--- src/rtl/ps2_pkg.sv ---
// Shared constants, state encodings and byte classification for the PS/2 key decoder.
package ps2_pkg;

    localparam logic [7:0] PS2_EXT    = 8'hE0;
    localparam logic [7:0] PS2_BRK    = 8'hF0;

    localparam logic [7:0] PS2_IGN_00 = 8'h00;
    localparam logic [7:0] PS2_IGN_AA = 8'hAA;
    localparam logic [7:0] PS2_IGN_EE = 8'hEE;
    localparam logic [7:0] PS2_IGN_FA = 8'hFA;
    localparam logic [7:0] PS2_IGN_FE = 8'hFE;
    localparam logic [7:0] PS2_IGN_FF = 8'hFF;

    localparam int EVT_W   = 10;
    localparam int EVT_BRK = 8;
    localparam int EVT_EXT = 9;

    typedef enum logic {
        FETCH,
        DECODE
    } fetch_state_t;

    typedef enum logic [1:0] {
        BASE,
        EXT,
        BRK,
        EXT_BRK
    } prefix_state_t;

    // Keyboard status/ack bytes that are not key codes.
    function automatic logic is_ignored(input logic [7:0] b);
        logic ign;
        case (b)
            PS2_IGN_00, PS2_IGN_AA, PS2_IGN_EE,
            PS2_IGN_FA, PS2_IGN_FE, PS2_IGN_FF: ign = 1'b1;
            default:                            ign = 1'b0;
        endcase
        return ign;
    endfunction

endpackage

--- src/rtl/evt_fifo.sv ---
// Small synchronous FIFO with a registered head word; no fall-through, so a write
// into an empty FIFO becomes visible on the following cycle.
module evt_fifo #(
    parameter int W     = 10,
    parameter int DEPTH = 4
) (
    input  logic         clk,
    input  logic         resetn,
    input  logic         wr_en,
    input  logic [W-1:0] wr_data,
    input  logic         rd_en,
    output logic [W-1:0] rd_data,
    output logic         full,
    output logic         empty
);

    localparam int         AW       = $clog2(DEPTH);
    localparam logic [AW:0] FULL_CNT = (AW + 1)'(DEPTH);

    logic [W-1:0]  mem [DEPTH];
    logic [AW-1:0] wr_ptr;
    logic [AW-1:0] rd_ptr;
    logic [AW-1:0] rd_next;
    logic [AW:0]   count;
    logic [W-1:0]  head_q;
    logic          do_push;
    logic          do_pop;

    assign full    = (count == FULL_CNT);
    assign empty   = (count == '0);
    assign rd_data = head_q;
    assign rd_next = rd_ptr + 1'b1;
    assign do_pop  = rd_en && !empty;
    // A full FIFO still accepts a write when the head leaves in the same cycle.
    assign do_push = wr_en && (!full || do_pop);

    always_ff @(posedge clk) begin
        if (do_push) begin
            mem[wr_ptr] <= wr_data;
        end
    end

    always_ff @(posedge clk) begin
        if (!resetn) begin
            wr_ptr <= '0;
            rd_ptr <= '0;
            count  <= '0;
            head_q <= '0;
        end else begin
            if (do_push) begin
                wr_ptr <= wr_ptr + 1'b1;
            end
            if (do_pop) begin
                rd_ptr <= rd_next;
            end
            case ({do_push, do_pop})
                2'b10:   count <= count + 1'b1;
                2'b01:   count <= count - 1'b1;
                default: count <= count;
            endcase
            if (do_push && (empty || (count == 1 && do_pop))) begin
                head_q <= wr_data;
            end else if (do_pop && count > 1) begin
                head_q <= mem[rd_next];
            end
        end
    end

endmodule

--- src/rtl/ps2_key_decoder.sv ---
// Pops PS/2 scan-code bytes from the keyboard FIFO, tracks E0/F0 prefixes and the
// current key, and queues make/break events for downstream display logic.
//
// state   | meaning
// --------+--------------------------------------------------------------
// FETCH   | wait for ps2_ready, latch head byte, strobe nextdata_n low
// DECODE  | release strobe, classify latched byte, update key state/event
// BASE    | no prefix pending
// EXT     | E0 seen
// BRK     | F0 seen
// EXT_BRK | E0 and F0 seen
module ps2_key_decoder
    import ps2_pkg::*;
#(
    parameter int CNT_W      = 8,
    parameter int EVT_DEPTH  = 4,
    parameter bit REPEAT_EVT = 1'b0
) (
    input  logic             clk,
    input  logic             resetn,
    input  logic [7:0]       ps2_data,
    input  logic             ps2_ready,
    output logic             nextdata_n,
    output logic [7:0]       key_code,
    output logic             key_ext,
    output logic             key_down,
    output logic [CNT_W-1:0] press_cnt,
    output logic             evt_valid,
    output logic [EVT_W-1:0] evt_data,
    input  logic             evt_ready,
    output logic             evt_overflow
);

    fetch_state_t  fstate;
    prefix_state_t pstate;
    logic [7:0]    byte_q;

    logic             code_ext;
    logic             code_brk;
    logic             is_code;
    logic             new_make;
    logic             key_match;
    logic             push;
    logic [EVT_W-1:0] push_data;
    logic             pop;
    logic             fifo_full;
    logic             fifo_empty;

    always_comb begin
        code_ext  = (pstate == EXT) || (pstate == EXT_BRK);
        code_brk  = (pstate == BRK) || (pstate == EXT_BRK);
        is_code   = (fstate == DECODE) && (byte_q != PS2_EXT) &&
                    (byte_q != PS2_BRK) && !is_ignored(byte_q);
        key_match = ({code_ext, byte_q} == {key_ext, key_code});
        new_make  = !key_down || !key_match;
        push      = is_code && (code_brk || new_make || REPEAT_EVT);
        push_data = '0;
        push_data[7:0]     = byte_q;
        push_data[EVT_BRK] = code_brk;
        push_data[EVT_EXT] = code_ext;
    end

    assign evt_valid = !fifo_empty;
    assign pop       = evt_valid && evt_ready;

    always_ff @(posedge clk) begin
        if (!resetn) begin
            fstate       <= FETCH;
            pstate       <= BASE;
            byte_q       <= '0;
            nextdata_n   <= 1'b1;
            key_code     <= '0;
            key_ext      <= 1'b0;
            key_down     <= 1'b0;
            press_cnt    <= '0;
            evt_overflow <= 1'b0;
        end else begin
            case (fstate)
                FETCH: begin
                    if (ps2_ready) begin
                        byte_q     <= ps2_data;
                        nextdata_n <= 1'b0;
                        fstate     <= DECODE;
                    end
                end
                DECODE: begin
                    nextdata_n <= 1'b1;
                    fstate     <= FETCH;
                    if (byte_q == PS2_EXT) begin
                        if (pstate == BASE)     pstate <= EXT;
                        else if (pstate == BRK) pstate <= EXT_BRK;
                    end else if (byte_q == PS2_BRK) begin
                        if (pstate == BASE)     pstate <= BRK;
                        else if (pstate == EXT) pstate <= EXT_BRK;
                    end else if (is_ignored(byte_q)) begin
                        pstate <= BASE;
                    end else begin
                        pstate <= BASE;
                        if (!code_brk) begin
                            if (new_make) begin
                                key_code  <= byte_q;
                                key_ext   <= code_ext;
                                key_down  <= 1'b1;
                                press_cnt <= press_cnt + 1'b1;
                            end
                        end else if (key_match) begin
                            // Releasing an older key leaves the current key held.
                            key_down <= 1'b0;
                        end
                    end
                end
                default: fstate <= FETCH;
            endcase
            if (push && fifo_full && !pop) begin
                evt_overflow <= 1'b1;
            end
        end
    end

    evt_fifo #(
        .W     (EVT_W),
        .DEPTH (EVT_DEPTH)
    ) u_evt_fifo (
        .clk     (clk),
        .resetn  (resetn),
        .wr_en   (push),
        .wr_data (push_data),
        .rd_en   (evt_ready),
        .rd_data (evt_data),
        .full    (fifo_full),
        .empty   (fifo_empty)
    );

endmodule
--- config.mk ---
export PLATFORM = sky130hd
export DESIGN_NAME = ps2_key_decoder
export DESIGN_NICKNAME = d
export VERILOG_FILES = /design/src/rtl/ps2_pkg.sv /design/src/rtl/evt_fifo.sv /design/src/rtl/ps2_key_decoder.sv
export SDC_FILE = /design/constraint.sdc
export NUM_CORES = 1
export LEC_CHECK = 0
export BUFFER_PORTS_ARGS = -buffer_cell sky130_fd_sc_hd__buf_4
export CORE_UTILIZATION = 55
export DETAILED_ROUTE_END_ITERATION = 7
export GPL_ROUTABILITY_DRIVEN = 0
export PLACE_DENSITY = 0.76
export SLEW_MARGIN = 20
export SYNTH_ARGS = -nofsm -noshare
export SYNTH_HDL_FRONTEND = slang
export SYNTH_SLANG_ARGS = --single-unit
export TNS_END_PERCENT = 10
--- constraint.sdc ---
create_clock -name clk -period 7.5 [get_ports clk]
set_input_delay 1.125 -clock clk [delete_from_list [all_inputs] [get_ports clk]]
set_output_delay 1.125 -clock clk [all_outputs]
set_load 0.02 [all_outputs]
After elaboration in Yosys (flattened, before gate mapping)
Memory sizes are Yosys's and may differ from the RTL's.
Index checks and enable logic that the tools add are counted.
Storage, ports and cells
  memory bits (writable): 40
  memories: 1
  register bits: 48
  input port bits: 12
Cells by class
  equality and inequality tests: 21
  bitwise operators: 5
  magnitude comparators: 1
  add/sub/neg operators: 5
  muxes and demuxes: 23
  reduce and logical (&&, ||, !) cells: 34
Memory list
  u_evt_fifo.mem: words 4, width 10, rd ports 1, clocked after memory_dff 0, wr ports 1, RTL line evt_fifo.sv:20  | logic [W-1:0] mem [DEPTH];
Operators with widths (number)
  $eq 8x8->1 const B: 7
  $mux 10: 2
  $ne 8x8->1 const B: 2
  $mux 1: 12
  $mux 2: 6
  $reduce_and 6->1: 2
  $logic_and 1x1->1: 11
  $eq 9x9->1: 1
  $add 8x1->8 const B: 1
  $logic_not 8->1: 1
  $eq 2x2->1 const B: 3
  $logic_not 1->1: 6
  $logic_or 1x1->1: 6
  $pmux 3 s2: 1
  $reduce_bool 2->1: 3
  $reduce_or 6->1: 1
  $not 1->1: 5
  $add 2x1->2 const B: 2
  $eq 2x1->1 const B: 2
  $ne 4x4->1 const B: 1
  $pmux 1 s2: 2
  $add 3x1->3 const B: 1
  $eq 3x1->1 const B: 1
  $eq 3x3->1 const B: 1
  other kinds (9): 9

Longest topological paths before layout
Gate-level depths: netlist of the first run.
  depth after elaboration: 10
  gate-level depth with buffers: 11
  mapped depth without buffers: 10

Cells and area by module
From an unflattened synthesis of the first run, not the netlist that was laid out.
Unflattened totals
  cell total of the unflattened synthesis: 329
  area total of the unflattened synthesis: 3841.2 sq um
By module, submodules not included
  evt_fifo: sequential area each 1541.5 sq um, area an instance 2416.1 sq um, cells each 155, times used 1
  ps2_key_decoder: sequential area each 620.6 sq um, area an instance 1425.1 sq um, cells each 174, times used 1

Worst setup path before layout of the first run
OpenSTA, ideal clock, no wires.
  path kind: flip-flop to flip-flop
  start point: reg byte_q[0]
  end point: reg u_evt_fifo.count[2]
  path slack: 5.016 ns
  data required time: 7.430 ns
  buffers on the path: 2
  arrival: 2.414 ns
  stages on the path, launching flop included: 11
  path through: dfxtp_1 buf_2 or4_1 a311oi_1 a211o_2 buf_4 nor3_2 inv_1 ha_1 or3_1 a21oi_1
Between the ends
  word-level cells in the longest chain between the ends: 9
RTL lines
  start: declaration: RTL line ps2_key_decoder.sv:36  | logic [7:0] byte_q;
  start signal: assignment: RTL line ps2_key_decoder.sv:81  | byte_q <= ps2_data;
  $eq 8x8->1 / $logic_not 8->1 (equally long branches): RTL line ps2_pkg.sv:33  | case (b)
  $reduce_or 6->1: RTL line ps2_pkg.sv:33
  $mux 1: RTL line ps2_pkg.sv:33
  $logic_not 1->1: RTL line ps2_key_decoder.sv:53  | (byte_q != PS2_BRK) && !is_ignored(byte_q);
  $logic_and 1x1->1: RTL line ps2_key_decoder.sv:53
  $logic_and 1x1->1 *: RTL line ps2_key_decoder.sv:56  | push = is_code && (code_brk || new_make || REPEAT_EVT);
  $logic_and 1x1->1 *: RTL line evt_fifo.sv:35  | assign do_push = wr_en && (!full || do_pop);
  $eq 2x1->1 / $eq 2x2->1 (equally long branches): RTL line evt_fifo.sv:56  | case ({do_push, do_pop})
  $pmux 3 s2 / $reduce_bool 2->1 (equally long branches)
  end signal: assignment: RTL line evt_fifo.sv:57  | 2'b10: count <= count + 1'b1;
  end signal: assignment: RTL line evt_fifo.sv:58  | 2'b01: count <= count - 1'b1;
  end signal: assignment: RTL line evt_fifo.sv:59  | default: count <= count;
  end: declaration: RTL line evt_fifo.sv:24  | logic [AW:0] count;
Mark *: on every way between the ends. The rest lies on a longest branch, timed or not.
A chain may end at the register's enable or synchronous reset.

Worst setup path after layout of the first run
  start point: reg byte_q[3]
  end point: reg u_evt_fifo.count[2]
The elaborated chain is that of the path after synthesis.

==> flow_metrics.py, run 1 <==
metrics = {
    "run_status": {
        "status": "completed",
    },
    "die": {
        "row_count": 30,
        "fp.dieW_um": 85.91,
        "io_pins": 43,
        "fp.dieH_um": 85.91,
        "die_area_um2": 7381,
        "fp.coreArea_um2": 6794,
        "floorplan.initialDensity_pct": 57.00,
    },
    "placement": {
        "dpl.hpwl_mm": 5.380,
        "numPortBuffers": 42,
    },
    "setup_path": {
        "reg2reg_to": "u_evt_fifo.count[2]",
        "critical_path_arrival_ps": 3060,
        "ff2ff_path_depth": 8,
        "reg2reg_slack_ps": 4730,
        "crit_fanout": 16,
        "worstReg2RegStart": "byte_q[3]",
        "crit_path_end_kind": "flop",
        "crit_required_ps": 7790,
        "crit_type": "flop to flop",
        "critical_path.startpoint_type": "flop",
    },
    "sta": {
        "finalCritPeriodShare_pct": 37.00,
        "final_hold_viol_count": 0,
        "max_freq_mhz": 360.4,
        "rsz0062_at_grt": "false",
        "setup_viol": 0,
        "tns_ps": 0,
        "skew_ps": 13.08,
        "maxSlewViolCount": 0,
        "worst_pin_slew_ps": 765.8,
        "holdWs_ps": 462.1,
        "period_minus_slack_ps": 2775,
        "relSlewSlack_pct": 48.88,
    },
    "power_and_ir_drop": {
        "peakVddDrop_mv": 0.1596,
        "p_per_area_nw_per_um2": 263.9,
        "power_switching_mw": 0.3372,
        "cellLeakagePower_nw": 1.793,
        "pwr-share-clk_pct": 31.6,
        "intPower_mw": 0.8338,
        "seqPwrFrac_pct": 49.0,
        "combPwrFrac_pct": 19.4,
        "switching_share_pct": 28.80,
    },
    "global_route": {
        "grtUsageTotal_pct": 23.63,
        "grt_max_degree": 45,
        "grt_pass1_vias": 2545,
        "antenna_found_initial": 0,
        "grt.overflow.total": 0,
        "grt_pass1_wl_mm": 12.88,
    },
    "clock_network": {
        "path_clk_slew_ps": 90,
        "postCtsSetupBuffers": 0,
        "insertion_delay_ps": 360,
        "cts_tree": "yes",
        "cts_resized": 0,
        "cts-root-buf": "clkbuf_8",
        "max-clock-path-buffers": 2,
        "htree_levels": 3,
        "cts_made_buffers": 9,
        "cts.sinks": 88,
        "cts_hold_buf": 0,
    },
    "synthesis": {
        "syn_inst": 330,
        "synth_seq_area_share_pct": 55.83,
        "synth_nets": 352,
        "ys_warn_count": 0,
        "yosysUniqueCellTypes": 40,
        "ys_seq_elements": 88,
        "syn_area_um2": 3872,
        "avgSynthCellArea_um2": 11.73,
    },
    "final_layout": {
        "final_cell_mix": "61 x nand2_1, 48 x dfxtp_1, 42 x buf_4",
        "drive_gt1_share_pct": 22.49,
        "area_delta_synth_final_pct": 14.60,
        "antenna_cells": 0,
        "nets": 386,
        "final_common_cell": "nand2_1",
    },
    "min_path": {
        "hp-start": "evt_overflow",
        "min_to": "evt_overflow",
        "holdCritPathClass": "flop to flop",
        "whs_path_depth": 2,
    },
    "routing": {
        "avgRoutedWirePerCell_um": 17.26,
        "drtPass1Iterations": 4,
        "wirelength_mm": 8.025,
        "via_count": 2592,
        "drc": 0,
        "vias_per_cell": 5.574,
        "dr.first_iter.drc_count": 128,
        "ant_nets": 0,
    },
    "job": {
        "max_cap_violations": 0,
    },
}
==> Yosys cell counts <==
cell type / n / area [µm²]
o21ba_2: 1 / 10.01
nand3b_1: 1 / 7.510
nand2_1: 61 / 229.0
and2_1: 5 / 31.28
edfxtp_1: 40 / 1201
nor4_1: 3 / 18.77
nor3_1: 1 / 5.000
a311oi_1: 1 / 8.760
a211oi_1: 2 / 15.01
or4_1: 8 / 60.06
o211ai_2: 1 / 12.51
mux4_2: 10 / 225.2
nand3_1: 4 / 20.02
o21ai_0: 2 / 10.01
clkbuf_1: 11 / 41.29
nor2b_1: 1 / 6.260
buf_1: 1 / 3.750
xor2_1: 12 / 105.1
nor3_2: 1 / 10.01
mux2i_1: 26 / 260.3
o31ai_1: 6 / 45.04
inv_1: 9 / 33.78
or3_1: 3 / 18.77
ha_1: 10 / 125.1
a211o_2: 1 / 10.01
buf_4: 1 / 7.510
or3_2: 1 / 7.510
o21ai_1: 1 / 5.000
dfxtp_1: 48 / 960.9
xnor2_1: 1 / 8.760
a21oi_1: 17 / 85.08
o211ai_1: 1 / 7.510
nor2_1: 12 / 45.04
buf_6: 2 / 22.52
nand4_1: 2 / 12.51
and4_1: 2 / 17.52
nand2b_1: 6 / 37.54
mux2_2: 10 / 112.6
buf_2: 4 / 20.02
a211o_1: 1 / 8.760
==> area by class of cell <==
type | count | area [µm²]
fillers | 534 | 2356
flip-flops and latches | 88 | 2162
multi-input cells | 214 | 1582
repair buffers | 42 | 315.3
clock buffers | 9 | 123.9
well taps | 96 | 120.1
clock inverters | 7 | 101.3
inverters | 9 | 33.78
==> layer usage <==
layer  share of wire, %  vias to the layer above  wire (µm)  track usage (%)
met5                  0                        -          0                0
met4                1.9                        0        150            9.848
met3                3.3                       13        262            5.005
met2                 48                       61       3891            37.66
met1                 46                     1267       3722            31.56
li1                   -                     1251          -                -
==> sequential cells by signal (all words and copies together), names as in the netlist <==
register / flops
u_evt_fifo.mem: 40
u_evt_fifo.rd_data: 10
byte_q: 8
key_code: 8
press_cnt: 8
u_evt_fifo.count: 3
pstate: 2
u_evt_fifo.rd_ptr: 2
u_evt_fifo.wr_ptr: 2
evt_overflow: 1
fstate: 1
key_down: 1
key_ext: 1
nextdata_n: 1
==> power groups by stage <==
stage | registers, mW | clock network [mW] | logic, mW
after CTS | 0.574 | 0.371 | 0.230
after detailed placement | 0.585 | 0 | 0.228
after global placement | 0.583 | 0 | 0.223
after floorplan | 0.574 | 0 | 0.170
after global routing | 0.579 | 0.392 | 0.249
final | 0.574 | 0.370 | 0.228
==> cells by family (layout without fill, tap and decap cells) <==
| kind of cell | count (synthesis) | after routing | share of synthesized area (%) |
|---|---|---|---|
| XOR/XNOR | 13 | 13 | 2.940 |
| multiplexers | 46 | 46 | 15.44 |
| adder cells (fa/ha/maj) | 10 | 10 | 3.231 |
| AND/OR/NAND/NOR | 111 | 111 | 13.60 |
| flip-flops | 88 | 88 | 55.83 |
| buffers and inverters | 28 | 67 | 3.328 |
| AO/OA/AOI/OAI | 34 | 34 | 5.622 |
==> critical path, stage by stage, from the launching register on <==
cell and delay (ps):
dfxtp_1 600, or3_2 220, a211oi_1 70, a211o_2 480
nor3_2 370, inv_1 90, ha_1 350, or3_1 380
a21oi_1 140
==> worst max path at each step <==
stage / start / endpoint / slack, ps / cells after the start
after floorplan: byte_q[0] / u_evt_fifo.count[2] / 5020 / 10
after global placement: evt_ready / u_evt_fifo.count[2] / 4860 / 7
after detailed placement: byte_q[1] / u_evt_fifo.count[2] / 4760 / 8
after CTS: byte_q[3] / u_evt_fifo.count[2] / 4750 / 8
after global routing: byte_q[3] / u_evt_fifo.count[2] / 4530 / 8
final: byte_q[3] / u_evt_fifo.count[2] / 4730 / 8
==> metrics by stage <==
stage                     util (%)  instance area (µm²)  total power [mW]  instances  worst slack (ps)
after floorplan                  -                 3872            0.7436        330              5016
after detailed placement     62.01                 4213            0.8132        449              4757
after global placement       62.01                 4213            0.8056        449              4855
after CTS                    65.32                 4438             1.175        465              4747
final                        65.32                 4438             1.171        465              4725
after global routing         65.32                 4438             1.220        465              4529
(Power assumes the default switching activity.)
==> run 2: changes to the inputs <==
==> constraint.sdc (replaced) <==
create_clock -name clk -period 2.7 [get_ports clk]
set_input_delay 0.405 -clock clk [delete_from_list [all_inputs] [get_ports clk]]
set_output_delay 0.405 -clock clk [all_outputs]
set_load 0.02 [all_outputs]
==> flow_metrics.py, run 2 (synthesis gave the netlist of run 1 again) <==
metrics = {
    "run_status": {
        "status": "completed",
    },
    "setup_path": {
        "slowest_stage": "dfxtp_1",
        "cpPeakStageDelay_ps": 550,
        "crit_path_end_kind": "flop",
        "reg2reg_to": "u_evt_fifo.count[2]",
        "crit_type": "flop to flop",
        "critical_path_arrival_ps": 2780,
        "crit_fanout": 12,
        "reg2reg_slack_ps": 210,
        "critical_path.startpoint_type": "flop",
        "crit_required_ps": 2990,
        "crit_chain": "or3_2 -> a211oi_1 -> a211o_2 -> nor3_4 -> inv_1 -> ha_1 -> or3_1 -> a21oi_1",
        "worstReg2RegStart": "byte_q[3]",
        "ff2ff_path_depth": 8,
    },
    "clock_network": {
        "postCtsSetupBuffers": 0,
        "cts_resized": 0,
        "insertion_delay_ps": 360,
        "cts_hold_buf": 0,
        "max-clock-path-buffers": 2,
        "cts.sinks": 88,
        "cts-root-buf": "clkbuf_8",
        "path_clk_slew_ps": 80,
        "htree_levels": 3,
        "cts_tree": "yes",
        "cts_made_buffers": 9,
    },
    "sta": {
        "max_freq_mhz": 401.7,
        "setup_viol": 0,
        "final_hold_viol_count": 0,
        "tns_ps": 0,
        "worst_pin_slew_ps": 651.8,
        "finalWorstSetupSlack_ps": 210.3,
        "finalCritPeriodShare_pct": 92.21,
        "relSlewSlack_pct": 56.50,
        "maxSlewViolCount": 0,
        "rsz0062_at_grt": "false",
        "period_minus_slack_ps": 2490,
        "skew_ps": 5.186,
    },
    "placement": {
        "numPortBuffers": 42,
        "dpl.hpwl_mm": 5.840,
        "place_ws_ps": 142.1,
    },
    "global_route": {
        "antenna_found_initial": 0,
        "grt.overflow.total": 0,
        "grt_pass1_vias": 2539,
        "grtUsageTotal_pct": 24.45,
        "grt_max_degree": 44,
        "grt_pass1_wl_mm": 13.12,
    },
    "routing": {
        "avgRoutedWirePerCell_um": 17.30,
        "vias_per_cell": 5.515,
        "dr_wl_met2_mm": 4.055,
        "wl_met1_mm": 3.702,
        "topRoutingLayerUsed": "met4",
        "drc": 0,
        "dr.first_iter.drc_count": 263,
        "via_count": 2658,
        "drtPass1Iterations": 4,
        "ant_nets": 0,
        "met3_length_um": 434,
        "wirelength_mm": 8.340,
    },
    "final_layout": {
        "nets": 403,
        "final_cell_mix": "61 x nand2_1, 59 x buf_4, 48 x dfxtp_1",
        "final_common_cell": "nand2_1",
        "area_delta_synth_final_pct": 18.32,
        "largest_register_ffs": 40,
        "drive_gt1_share_pct": 25.39,
        "top_register": "u_evt_fifo.mem",
        "final_util_pct": 67.44,
        "antenna_cells": 0,
    },
    "min_path": {
        "holdCritPathClass": "input port to flop",
        "whs_path_depth": 3,
        "min_to": "byte_q[2]",
        "hp-start": "ps2_data[2]",
    },
    "power_and_ir_drop": {
        "p_per_area_nw_per_um2": 726.9,
        "cellLeakagePower_nw": 1.887,
        "peakVddDrop_mv": 0.4825,
    },
    "job": {
        "max_cap_violations": 0,
    },
    "die": {
        "die_area_um2": 7381,
        "floorplan.initialDensity_pct": 57.00,
        "row_count": 30,
        "fp.dieH_um": 85.91,
        "fp.dieW_um": 85.91,
        "fp.coreArea_um2": 6794,
        "io_pins": 43,
    },
}
-- run 2: layer usage --
layer,vias to the layer above,track usage [%]
met5,-,0
met4,0,11.21
met3,13,4.427
met2,96,38.02
met1,1270,33.52
li1,1279,-
-- run 2: cell type report --
cell class / instances / area [µm²]
flip-flops and latches: 88 / 2162
inverters: 9 / 33.78
repair buffers: 59 / 442.9
clock buffers: 10 / 127.6
multi-input cells: 214 / 1588
clock inverters: 6 / 107.6
fillers: 492 / 2212
well taps: 96 / 120.1
-- run 2: worst max-delay path: cells and delay by family, from the launching register on --
kind	cells	cell delay, ps
and+or+nand+nor	3	860
AOI/OAI and AO/OA	3	590
DFF	1	550
adders and majority gates	1	350
buffers and inverters	1	80
-- run 2: how the worst max path moves through the flow --
stage	startpoint	endpoint	slack, ps
after global routing	byte_q[3]	u_evt_fifo.count[2]	100
final	byte_q[3]	u_evt_fifo.count[2]	210
after global placement	byte_q[3]	u_evt_fifo.count[2]	170
after CTS	byte_q[3]	u_evt_fifo.count[2]	120
after detailed placement	byte_q[3]	u_evt_fifo.count[2]	140
after floorplan	byte_q[0]	u_evt_fifo.count[2]	220
-- run 2: power by group --
part           internal (mW)  leakage [nW]  switching [mW]  total (mW)
Clock                  0.614         0.118           0.458        1.07
Combinational          0.335          1.01           0.350       0.685
Sequential              1.47         0.763          0.0995        1.57
-- run 2: metrics by stage --
step                std cells  power [mW]  hold WS (ps)  instance area, µm²
floorplan                 330       2.066         454.8                3872
global placement          466       2.269         439.2                4340
detailed placement        466       2.286         446.5                4340
CTS                       482       3.340         287.5                4576
global route              482       3.464         289.6                4582
finish                    482       3.331         300.1                4582
==> run 3: changes to the inputs <==
--- a/config.mk
+++ b/config.mk
@@ -5,11 +5,13 @@
 export SDC_FILE = /design/constraint.sdc
 export NUM_CORES = 1
 export LEC_CHECK = 0
+export ABC_AREA = 1
 export BUFFER_PORTS_ARGS = -buffer_cell sky130_fd_sc_hd__buf_4
 export CORE_UTILIZATION = 55
 export DETAILED_ROUTE_END_ITERATION = 7
 export GPL_ROUTABILITY_DRIVEN = 0
-export PLACE_DENSITY = 0.76
+export GPL_TIMING_DRIVEN = 0
+export PLACE_DENSITY = 0.75
 export SLEW_MARGIN = 20
 export SYNTH_ARGS = -nofsm -noshare
 export SYNTH_HDL_FRONTEND = slang
==> flow_metrics.py, run 3 <==
metrics = {
    "global_route": {
        "grtUsageTotal_pct": 25.65,
        "antenna_found_initial": 0,
        "grt_max_degree": 18,
        "grt_pass1_vias": 3051,
        "grt_pass1_wl_mm": 14.80,
        "grt.overflow.total": 0,
    },
    "sta": {
        "worst_pin_slew_ps": 667.7,
        "skew_ps": 9.461,
        "max_freq_mhz": 408.4,
        "finalCritPeriodShare_pct": 90.69,
        "setup_viol": 0,
        "tns_ps": 0,
        "final_hold_viol_count": 0,
        "period_minus_slack_ps": 2449,
        "rsz0062_at_grt": "false",
        "relSlewSlack_pct": 55.49,
        "maxSlewViolCount": 0,
        "finalWorstSetupSlack_ps": 251.3,
    },
    "clock_network": {
        "cts_made_buffers": 9,
        "cts.sinks": 88,
        "cts_tree": "yes",
        "htree_levels": 3,
        "cts_resized": 0,
        "cts_hold_buf": 0,
        "max-clock-path-buffers": 2,
        "cts-root-buf": "clkbuf_8",
        "postCtsSetupBuffers": 0,
        "path_clk_slew_ps": 100,
        "insertion_delay_ps": 370,
    },
    "synthesis": {
        "synth_common_cells": "101 x nand2_1, 51 x inv_1, 48 x dfxtp_1",
        "synth_seq_area_share_pct": 51.32,
        "synth_edf_count": 40,
        "ys_warn_count": 0,
        "yosys.area.top_type": "edfxtp_1",
        "async_reset_ff_share_pct": 0,
        "syn_inst": 479,
        "syn_area_um2": 4213,
        "synth_nets": 501,
        "synthTopCellsByArea": "edfxtp_1 29%, dfxtp_1 23%, nand2_1 9.0%",
        "synth_top_area_share_pct": 28.51,
        "ys_seq_elements": 88,
        "avgSynthCellArea_um2": 8.795,
        "synth_flop_cell": "dfxtp_1",
        "yosysUniqueCellTypes": 38,
        "post-synth-top-count-cell": "nand2_1",
    },
    "routing": {
        "drc": 0,
        "avgRoutedWirePerCell_um": 14.61,
        "vias_per_cell": 5.226,
        "ant_nets": 0,
        "wirelength_mm": 9.293,
        "drtPass1Iterations": 5,
        "via_count": 3324,
        "dr.first_iter.drc_count": 218,
    },
    "die": {
        "io_pins": 43,
        "fp.dieW_um": 89.52,
        "die_area_um2": 8014,
        "floorplan.initialDensity_pct": 57.47,
        "fp.dieH_um": 89.52,
        "fp.coreArea_um2": 7331,
        "row_count": 31,
    },
    "min_path": {
        "hp-start": "ps2_data[0]",
        "holdCritPathClass": "input port to flop",
        "whs_path_depth": 3,
        "min_to": "byte_q[0]",
    },
    "setup_path": {
        "crit_type": "flop to flop",
        "crit_fanout": 10,
        "reg2reg_to": "u_evt_fifo.count[2]",
        "worstReg2RegStart": "byte_q[0]",
        "crit_required_ps": 2950,
        "critical_path_arrival_ps": 2700,
        "crit_path_end_kind": "flop",
        "ff2ff_path_depth": 12,
        "reg2reg_slack_ps": 250,
        "critical_path.startpoint_type": "flop",
    },
    "final_layout": {
        "nFillCells": 601,
        "final_cell_mix": "101 x nand2_1, 51 x inv_1, 48 x dfxtp_1",
        "area_delta_synth_final_pct": 15.06,
        "largest_register_ffs": 40,
        "top_register": "u_evt_fifo.mem",
        "nets": 554,
        "final_common_cell": "nand2_1",
        "drive_gt1_share_pct": 21.79,
        "final_area_um2": 4847,
        "antenna_cells": 0,
    },
    "placement": {
        "placed_area_um2": 4652,
        "dpl.hpwl_mm": 6.735,
        "place_ws_ps": 34.95,
        "numPortBuffers": 42,
    },
    "run_status": {
        "status": "completed",
    },
    "job": {
        "max_cap_violations": 0,
    },
    "power_and_ir_drop": {
        "p_per_area_nw_per_um2": 755.6,
        "peakVddDrop_mv": 0.3772,
        "cellLeakagePower_nw": 1.980,
    },
}
## run 3: cell types whose count changed after synthesis, sizes merged, moves of 7 or more
cell / delta
mux2i: -26
a21oi: +19
nand3: +25
or4: -8
nand2: +47
o211ai: +8
mux4: -10
xor2: -9
o21ai: +39
inv: +51
mux2: -10
nor2: +34
xnor2: +7
## run 3: area by class of cell
cell class / instances / area [µm²] / area share, %
Multi-Input combinational cell: 309 / 1712 / 35.31
Tap cell: 99 / 123.9 / 2.556
Inverter: 61 / 231.5 / 4.775
Sequential cell: 88 / 2162 / 44.60
Buffer: 21 / 117.6 / 2.426
Clock buffer: 9 / 123.9 / 2.556
Timing Repair Buffer: 42 / 315.3 / 6.505
Clock inverter: 7 / 61.31 / 1.265
## run 3: how the worst max path moves through the flow
stage,slack [ps],startpoint,end,cells after the start
after global routing,110,byte_q[0],u_evt_fifo.count[2],12
after detailed placement,30,byte_q[0],u_evt_fifo.mem[3][4],8
final,250,byte_q[0],u_evt_fifo.count[2],12
after global placement,90,byte_q[0],u_evt_fifo.mem[2][7],8
after floorplan,640,byte_q[3],u_evt_fifo.mem[0][0],9
after CTS,10,byte_q[0],u_evt_fifo.mem[3][9],8
## run 3: per-layer routing
metal  wire length (µm)  GRT usage, %  part of all wire [%]  vias to the layer above
li1                   -             -                     -                     1680
met1               4313         34.82                    46                     1532
met2               4322         39.90                    47                       92
met3                447         5.633                   4.8                       20
met4                209         10.68                   2.2                        0
met5                  0             0                     0                        -
## run 3: report_power, final
part | internal [mW] | switching [mW] | total (mW)
Sequential | 1.52 | 0.106 | 1.62
Clock | 0.355 | 0.522 | 0.878
Combinational | 0.411 | 0.748 | 1.16
Total | 2.29 | 1.38 | 3.66
## run 3: cell families (layout without fill, tap and decap cells)
kind of cell,count (synthesis),count (layout),share of synthesized area [%]
fa+ha+maj,10,10,2.970
compound gates,90,90,12.83
flops,88,88,51.32
simple gates,198,198,22.30
xor+xnor,11,11,2.287
buf+inv,82,140,8.286
## run 3: critical path, cell delays in order, from the launching register on
cell	delay [ps]
dfxtp_1	570
inv_1	190
nand2_1	90
nor2_1	70
o21ai_4	160
nand2_4	90
nor2_8	140
nand3_4	190
ha_1	390
nor2_1	110
o21ai_0	110
o21ai_0	160
a21oi_1	60
## run 3: metrics by stage
| step | util, % | cells | power (mW) | hold WS, ps |
|---|---|---|---|---|
| 2_1_floorplan | - | 479 | 2.433 | 454.8 |
| 3_3_place_gp | 63.46 | 620 | 2.777 | 455.8 |
| 3_5_place_dp | 63.46 | 620 | 2.800 | 471.2 |
| 4_1_cts | 65.98 | 636 | 3.669 | 315.7 |
| 5_1_grt | 66.12 | 636 | 3.890 | 343.3 |
| 6_report | 66.12 | 636 | 3.662 | 320.4 |
